### src/rtl/morse_pkg.sv
// Shared encodings and thresholds for the Morse stream receive path.
package morse_pkg;

  // Two-bit symbol encodings packed into the character code, first symbol in the LSBs
  localparam logic [1:0] SYM_NONE = 2'b00;
  localparam logic [1:0] SYM_DOT  = 2'b01;
  localparam logic [1:0] SYM_DASH = 2'b10;

  // Duration thresholds in Morse units
  localparam int unsigned DASH_UNITS     = 2;
  localparam int unsigned CHAR_GAP_UNITS = 3;
  localparam int unsigned WORD_GAP_UNITS = 7;

  localparam logic [3:0] UNITS_MAX = 4'd15;

  // Receiver states: released/empty, key down, released with partial character,
  // character emitted and waiting to see whether the silence becomes a word gap
  typedef enum logic [1:0] {
    ST_IDLE     = 2'd0,
    ST_PRESS    = 2'd1,
    ST_GAP      = 2'd2,
    ST_WORDWAIT = 2'd3
  } morse_state_e;

endpackage

### src/rtl/morse_token_fifo.sv
// First-word-fall-through token FIFO; a pop frees a slot for a push in the same cycle.
module morse_token_fifo #(
  parameter int unsigned WIDTH = 12,
  parameter int unsigned DEPTH = 4
) (
  input  logic             clk,
  input  logic             rst_n,
  input  logic             push,
  input  logic [WIDTH-1:0] push_data,
  output logic             full,
  input  logic             pop,
  output logic [WIDTH-1:0] pop_data,
  output logic             valid
);

  localparam int unsigned AW = (DEPTH > 1) ? $clog2(DEPTH) : 1;

  logic [WIDTH-1:0] mem_q [DEPTH];
  logic [WIDTH-1:0] mem_d [DEPTH];
  logic [AW-1:0]    wr_q, wr_d;
  logic [AW-1:0]    rd_q, rd_d;
  logic [AW:0]      count_q, count_d;
  logic             push_ok;
  logic             pop_ok;

  assign valid    = (count_q != '0);
  assign full     = (count_q == (AW + 1)'(DEPTH));
  assign pop_data = mem_q[rd_q];

  // Next-state for storage, pointers and occupancy
  always_comb begin
    pop_ok  = pop & valid;
    push_ok = push & (~full | pop_ok);
    mem_d   = mem_q;
    wr_d    = wr_q;
    rd_d    = rd_q;
    count_d = count_q;
    if (push_ok) begin
      mem_d[wr_q] = push_data;
      wr_d        = wr_q + 1'b1;
    end
    if (pop_ok) begin
      rd_d = rd_q + 1'b1;
    end
    case ({push_ok, pop_ok})
      2'b10:   count_d = count_q + 1'b1;
      2'b01:   count_d = count_q - 1'b1;
      default: count_d = count_q;
    endcase
  end

  // FIFO state registers
  always_ff @(posedge clk or negedge rst_n) begin
    if (!rst_n) begin
      mem_q   <= '{default: '0};
      wr_q    <= '0;
      rd_q    <= '0;
      count_q <= '0;
    end else begin
      mem_q   <= mem_d;
      wr_q    <= wr_d;
      rd_q    <= rd_d;
      count_q <= count_d;
    end
  end

endmodule

### src/rtl/morse_stream_decoder.sv
// Morse key receiver: synchronise, debounce, time presses/gaps in units,
// assemble characters and queue them behind a valid/ready interface.
module morse_stream_decoder
  import morse_pkg::*;
#(
  parameter int unsigned UNIT_CYCLES     = 5_000_000,
  parameter int unsigned DEBOUNCE_CYCLES = 500_000,
  parameter int unsigned MAX_SYMBOLS     = 5,
  parameter int unsigned FIFO_DEPTH      = 4,
  localparam int unsigned CODE_W         = 2 * MAX_SYMBOLS
) (
  input  logic              clk,
  input  logic              reset,
  input  logic              button,
  output logic              out_valid,
  input  logic              out_ready,
  output logic [CODE_W-1:0] out_code,
  output logic              out_space,
  output logic              out_error,
  output logic              writing,
  output logic [3:0]        units,
  output logic              overflow
);

  localparam int unsigned CYC_W = (UNIT_CYCLES > 1) ? $clog2(UNIT_CYCLES) : 1;
  localparam int unsigned CNT_W = $clog2(MAX_SYMBOLS + 1);
  localparam int unsigned TOK_W = CODE_W + 2;

  logic [1:0]        sync_q, sync_d;
  logic              key;
  logic              key_prev_q, key_prev_d;
  logic              key_rise, key_fall, key_edge;
  logic [CYC_W-1:0]  cyc_q, cyc_d;
  logic [3:0]        units_q, units_d;
  morse_state_e      state_q, state_d;
  logic [CODE_W-1:0] code_q, code_d;
  logic [CNT_W-1:0]  sym_cnt_q, sym_cnt_d;
  logic              err_q, err_d;
  logic              overflow_q, overflow_d;
  logic [1:0]        sym;
  logic              push;
  logic [TOK_W-1:0]  push_token;
  logic              fifo_full;
  logic              fifo_valid;
  logic [TOK_W-1:0]  head;

  // Two-flop synchroniser for the asynchronous key
  always_comb begin
    sync_d = {sync_q[0], button};
  end

  always_ff @(posedge clk or negedge reset) begin
    if (!reset) begin
      sync_q <= '0;
    end else begin
      sync_q <= sync_d;
    end
  end

  if (DEBOUNCE_CYCLES == 0) begin : g_no_debounce
    assign key = sync_q[1];
  end else begin : g_debounce
    localparam int unsigned DB_W = (DEBOUNCE_CYCLES > 1) ? $clog2(DEBOUNCE_CYCLES) : 1;

    logic [DB_W-1:0] db_cnt_q, db_cnt_d;
    logic            key_q, key_d;

    // Accept the synchronised level only after a run of consecutive differing samples
    always_comb begin
      key_d    = key_q;
      db_cnt_d = '0;
      if (sync_q[1] != key_q) begin
        if (db_cnt_q == DB_W'(DEBOUNCE_CYCLES - 1)) begin
          key_d = sync_q[1];
        end else begin
          db_cnt_d = db_cnt_q + 1'b1;
        end
      end
    end

    always_ff @(posedge clk or negedge reset) begin
      if (!reset) begin
        key_q    <= 1'b0;
        db_cnt_q <= '0;
      end else begin
        key_q    <= key_d;
        db_cnt_q <= db_cnt_d;
      end
    end

    assign key = key_q;
  end

  assign key_rise = key & ~key_prev_q;
  assign key_fall = ~key & key_prev_q;
  assign key_edge = key ^ key_prev_q;

  // Unit timer: cycle prescaler plus saturating unit count, restarted on every key edge
  always_comb begin
    key_prev_d = key;
    cyc_d      = cyc_q;
    units_d    = units_q;
    if (key_edge) begin
      cyc_d   = '0;
      units_d = '0;
    end else if (cyc_q == CYC_W'(UNIT_CYCLES - 1)) begin
      cyc_d = '0;
      if (units_q != UNITS_MAX) begin
        units_d = units_q + 1'b1;
      end
    end else begin
      cyc_d = cyc_q + 1'b1;
    end
  end

  always_ff @(posedge clk or negedge reset) begin
    if (!reset) begin
      key_prev_q <= 1'b0;
      cyc_q      <= '0;
      units_q    <= '0;
    end else begin
      key_prev_q <= key_prev_d;
      cyc_q      <= cyc_d;
      units_q    <= units_d;
    end
  end

  // Character assembly FSM; a new press always wins over a gap threshold in the same cycle
  always_comb begin
    state_d    = state_q;
    code_d     = code_q;
    sym_cnt_d  = sym_cnt_q;
    err_d      = err_q;
    push       = 1'b0;
    push_token = '0;
    sym        = (units_q < 4'(DASH_UNITS)) ? SYM_DOT : SYM_DASH;
    case (state_q)
      ST_IDLE: begin
        if (key_rise) begin
          state_d = ST_PRESS;
        end
      end
      ST_PRESS: begin
        if (key_fall) begin
          state_d = ST_GAP;
          if (sym_cnt_q < CNT_W'(MAX_SYMBOLS)) begin
            for (int unsigned i = 0; i < MAX_SYMBOLS; i++) begin
              if (sym_cnt_q == CNT_W'(i)) begin
                code_d[2*i +: 2] = sym;
              end
            end
            sym_cnt_d = sym_cnt_q + 1'b1;
          end else begin
            err_d = 1'b1;
          end
        end
      end
      ST_GAP: begin
        if (key_rise) begin
          state_d = ST_PRESS;
        end else if (units_q >= 4'(CHAR_GAP_UNITS)) begin
          push       = 1'b1;
          push_token = {err_q, 1'b0, code_q};
          code_d     = '0;
          sym_cnt_d  = '0;
          err_d      = 1'b0;
          state_d    = ST_WORDWAIT;
        end
      end
      ST_WORDWAIT: begin
        if (key_rise) begin
          state_d = ST_PRESS;
        end else if (units_q >= 4'(WORD_GAP_UNITS)) begin
          push       = 1'b1;
          push_token = {1'b0, 1'b1, {CODE_W{1'b0}}};
          state_d    = ST_IDLE;
        end
      end
      default: state_d = ST_IDLE;
    endcase
  end

  always_ff @(posedge clk or negedge reset) begin
    if (!reset) begin
      state_q   <= ST_IDLE;
      code_q    <= '0;
      sym_cnt_q <= '0;
      err_q     <= 1'b0;
    end else begin
      state_q   <= state_d;
      code_q    <= code_d;
      sym_cnt_q <= sym_cnt_d;
      err_q     <= err_d;
    end
  end

  // Sticky drop flag; a same-cycle pop makes room so a full FIFO does not drop
  always_comb begin
    overflow_d = overflow_q | (push & fifo_full & ~(out_ready & fifo_valid));
  end

  always_ff @(posedge clk or negedge reset) begin
    if (!reset) begin
      overflow_q <= 1'b0;
    end else begin
      overflow_q <= overflow_d;
    end
  end

  morse_token_fifo #(
    .WIDTH (TOK_W),
    .DEPTH (FIFO_DEPTH)
  ) u_fifo (
    .clk       (clk),
    .rst_n     (reset),
    .push      (push),
    .push_data (push_token),
    .full      (fifo_full),
    .pop       (out_ready),
    .pop_data  (head),
    .valid     (fifo_valid)
  );

  assign out_valid = fifo_valid;
  assign out_code  = fifo_valid ? head[CODE_W-1:0] : '0;
  assign out_space = fifo_valid & head[TOK_W-2];
  assign out_error = fifo_valid & head[TOK_W-1];
  assign writing   = (state_q == ST_PRESS) | ((state_q == ST_GAP) & (sym_cnt_q != '0));
  assign units     = units_q;
  assign overflow  = overflow_q;

endmodule

### config.mk
export PLATFORM = sky130hd
export DESIGN_NAME = morse_stream_decoder
export DESIGN_NICKNAME = d
export VERILOG_FILES = /design/src/rtl/morse_pkg.sv /design/src/rtl/morse_token_fifo.sv /design/src/rtl/morse_stream_decoder.sv
export SDC_FILE = /design/constraint.sdc
export NUM_CORES = 1
export LEC_CHECK = 0
export ABC_AREA = 1
export CORE_MARGIN = 3
export CORE_UTILIZATION = 55
export DETAILED_ROUTE_END_ITERATION = 16
export GPL_TIMING_DRIVEN = 0
export PLACE_DENSITY = 0.82
export SLEW_MARGIN = 20
export SYNTH_ARGS = -nofsm -noshare
export SYNTH_HDL_FRONTEND = slang
export SYNTH_SLANG_ARGS = --single-unit
export TNS_END_PERCENT = 5
### constraint.sdc
create_clock -name clk -period 2.75 [get_ports clk]
set_input_delay 0.55 -clock clk [delete_from_list [all_inputs] [get_ports clk]]
set_output_delay 0.55 -clock clk [all_outputs]
set_load 0.05 [all_outputs]
==> flow_summary_export.csv <==
group,metric,value,unit
drt,drtPass1Iterations,5,
placed_design,numPortBuffers,22,
global_routing,grt_usage,22.7,%
synth,synth_nets,869,
floorplanning,die_area,0.0129,mm²
final_layout,drive_above_1_share,7.75,%
worst_setup_path,worstPathArrival,2.97,ns
floorplanning,die_height,114,µm
floorplanning,num_rows,38,
worst_setup_path,slowest_stage,"dfrtp_2",
timing,slew_viol_final,0,
floorplanning,ioPinCount,23,
timing,grt_setup_unrepaired,"true",
final_layout,final_common_cell,"nand2_1",
synth,ys_seq_area_share,47.9,%
clock_network,cts_buffers,17,
clock_network,postCtsSetupBuffers,0,
worst_setup_path,cp-end-kind,"flip-flop",
placed_design,pre_cts_slack,-0.179,ns
clock_network,clk_latency,0.42,ns
worst_setup_path,worstPathCellList,"ha_1 > nand2_1 > nand2_1 > nand3_1 > nand2_2 > nand2_4 > buf_6 > buf_4 > ha_1 > inv_1 > fa_1 > a21oi_1 > o21ai_0 > xnor2_1",
drt,ant_nets,0,
placed_design,globalplace.congestion,0.906,
synth,synth_edf_count,0,
global_routing,grt.overflow.total,0,
power_and_ir_drop,ir_worst_vdd,0.000895,V
global_routing,antenna_found_initial,0,
synth,yosys_warnings,0,
worst_setup_path,crit_end,"u_fifo.count_q[2]",
worst_setup_path,worst_path_dominant_cell_family,"adder cells",
drt,drt-total-wl,13.4,mm
synth,synth_area_leader_cell,"dfrtp_1",
synth,netlist.area_leader.share,47.9,%
worst_setup_path,max_stage_delay,0.43,ns
flow_run,cap_violations,0,
final_layout,fin_nets,911,
drt,drt_iter0_markers,390,
drt,num_vias,5418,
run_status,status,"completed",
power_and_ir_drop,leakagePower,3.58,nW
synth,synth_area,0.00638,mm²
synth,synthArstFlopShare,100,%
worst_setup_path,path_max_fanout,10,
final_layout,area_growth,15.3,%
worst_setup_path,r2r_cells,14,
worst_setup_path,cp.required,3.05,ns
clock_network,tritoncts,"done",
floorplanning,core_area,0.0111,mm²
global_routing,grt_max_degree,77,
timing,skew,0.00762,ns
global_routing,grt_pass1_wl,23.9,mm
drt,drc_errors,0,
final_layout,regArea,0.00305,mm²
synth,syn_inst,849,
hold_path,hp-class,"input pin to asynchronous set/reset pin",
final_layout,antennaDiodeCount,0,
worst_setup_path,crit_start,"units[0]",
timing,relSlewSlack,49.8,%
final_layout,multiInputGateArea,0.00283,mm²
clock_network,cts_root_buf,"clkbuf_16",
clock_network,postCtsHoldBufs,0,
drt,wire_per_inst,12.9,µm
timing,hold_viol_final,0,
power_and_ir_drop,powerDensity,741,mW/mm²
drt,vias_per_cell,5.19,
synth,ys_ff_latch,122,
worst_setup_path,reg2reg_from,"units[0]",
clock_network,clock_path_buffers,2,
clock_network,clock-sinks,122,
timing,period_share,97.2,%
worst_setup_path,critPathBufInv,3,
timing,setup_viol_count_final,0,
timing,tightestPinTransition,0.746,ns
global_routing,grt_pass1_vias,5309,
synth,yosys-top-cells-area,"dfrtp_1, nand2_1, nor2_1",
worst_setup_path,criticalPathCategory,"flip-flop to flip-flop",
synth,avgSynthCellArea,7.51,µm²
clock_network,htree_levels,4,
timing,layout_setup_ws,0.0782,ns
synth,ys_types,33,
timing,max_freq,0.374,GHz
final_layout,n_fill_cell,926,
worst_setup_path,crit_cells,14,
worst_setup_path,r2r_end,"u_fifo.count_q[2]",
synth,ys.flop_type,"dfrtp_1",
final_layout,mostFrequentLayoutCells,"nand2_1, nor2_1, dfrtp_1, inv_1, o21ai_0",
timing,fin_setup_tns,0,ns
floorplanning,start_util,57.6,%
worst_setup_path,ff2ff_setup_slack,0.08,ns
clock_network,path_clk_slew,0.05,ns
timing,min_period,2.67,ns
floorplanning,die_w,114,µm
placed_design,dp_hpwl,9.54,mm
worst_setup_path,worstSetupStartpointType,"flip-flop",
## Yosys cell counts (all sizes together) (3+ instances only)
master	n
a21oi	49
buf	11
clkbuf	10
dfrtp	122
ha	15
inv	108
nand2	211
nand3	44
nand4	8
nor2	133
nor3	17
nor3b	3
o21ai	91
xnor2	3
xor2	12
## power breakdown
| group | switching (W) | leakage [nW] | internal [W] |
|---|---|---|---|
| clock | 0.000756 | 0.289 | 0.00141 |
| combinational | 0.00106 | 1.75 | 0.000340 |
| sequential | 0.0000397 | 1.53 | 0.00184 |
| total | 0.00185 | 3.58 | 0.00360 |
## kinds of logic after synthesis
logic type | share of synthesized area, %
and+or+nand+nor | 27.1
AOI/OAI and AO/OA | 11.6
buffers and inverters | 8.06
DFF | 47.9
adders and majority gates | 3.26
xor gates and xnor gates | 2.06
## worst min path at each step
| stage | startpoint | depth (start not counted) | end | slack [ns] |
|---|---|---|---|---|
| floorplan | reset | 0 | code_q[0] | 0.25 |
| global placement | sync_q[0] | 0 | sync_q[1] | 0.34 |
| detailed placement | sync_q[0] | 0 | sync_q[1] | 0.34 |
| CTS | reset | 1 | u_fifo.mem_q[30] | 0.07 |
| global route | reset | 1 | u_fifo.mem_q[30] | 0.08 |
| finish | reset | 1 | u_fifo.mem_q[30] | 0.06 |
## timing repair
| item | CTS | global route |
|---|---|---|
| gates resized for setup | 44 | 30 |
| endpoints found under the hold margin | 0 | 0 |
| endpoints found under the setup margin | 15 | 13 |
| pin swaps | 0 | 0 |
## worst register-to-register path: cells and delay by family (launching register included)
kind                       cells  cell delay [ns]
xor gates and xnor gates       1             0.14
AOI/OAI and AO/OA              2             0.27
buffers and inverters          3             0.41
DFF                            1             0.43
and+or+nand+nor                5             0.55
adders and majority gates      3             0.77
## sequential cells by signal, indices dropped and copies added (netlist names)
register and cells:
code_q 10, cyc_q 23, err_q 1, g_debounce.db_cnt_q 19
g_debounce.key_q 1, key_prev_q 1, overflow 1, state_q 2
sym_cnt_q 3, sync_q 2, u_fifo.count_q 3, u_fifo.mem_q 48
u_fifo.rd_q 2, u_fifo.wr_q 2, units 4
## per-stage QoR
stage	util, %	total power, W	std cells	instance area [µm²]	hold WS, ns
2_1_floorplan	-	0.00295	849	6380	0.254
5_1_grt	66.4	0.00567	1043	7350	0.0821
3_5_place_dp	61.4	0.00342	1012	6800	0.337
3_3_place_gp	61.2	0.00340	1011	6780	0.337
6_report	66.4	0.00545	1043	7350	0.0621
4_1_cts	66.9	0.00557	1043	7410	0.0696
## layout make-up
| cell class | count | share of cell area (%) |
|---|---|---|
| Clock buffer | 23 | 6.64 |
| Inverter | 110 | 5.62 |
| Tap cell | 140 | 2.38 |
| Buffer | 21 | 1.48 |
| Timing Repair Buffer | 23 | 2.57 |
| Multi-Input combinational cell | 596 | 38.5 |
| Sequential cell | 122 | 41.5 |
| Clock inverter | 8 | 1.26 |
## metal layers
layer  share of wire, %  global-route usage (%)  vias to the layer above
li1                   -                       -                     2782
met1                 46                    29.4                     2481
met2                 48                    37.7                      135
met3                4.2                    4.40                       20
met4                1.6                    9.29                        0
met5                  0                       0                        -
No activity file was read; power rests on OpenSTA's default activity.
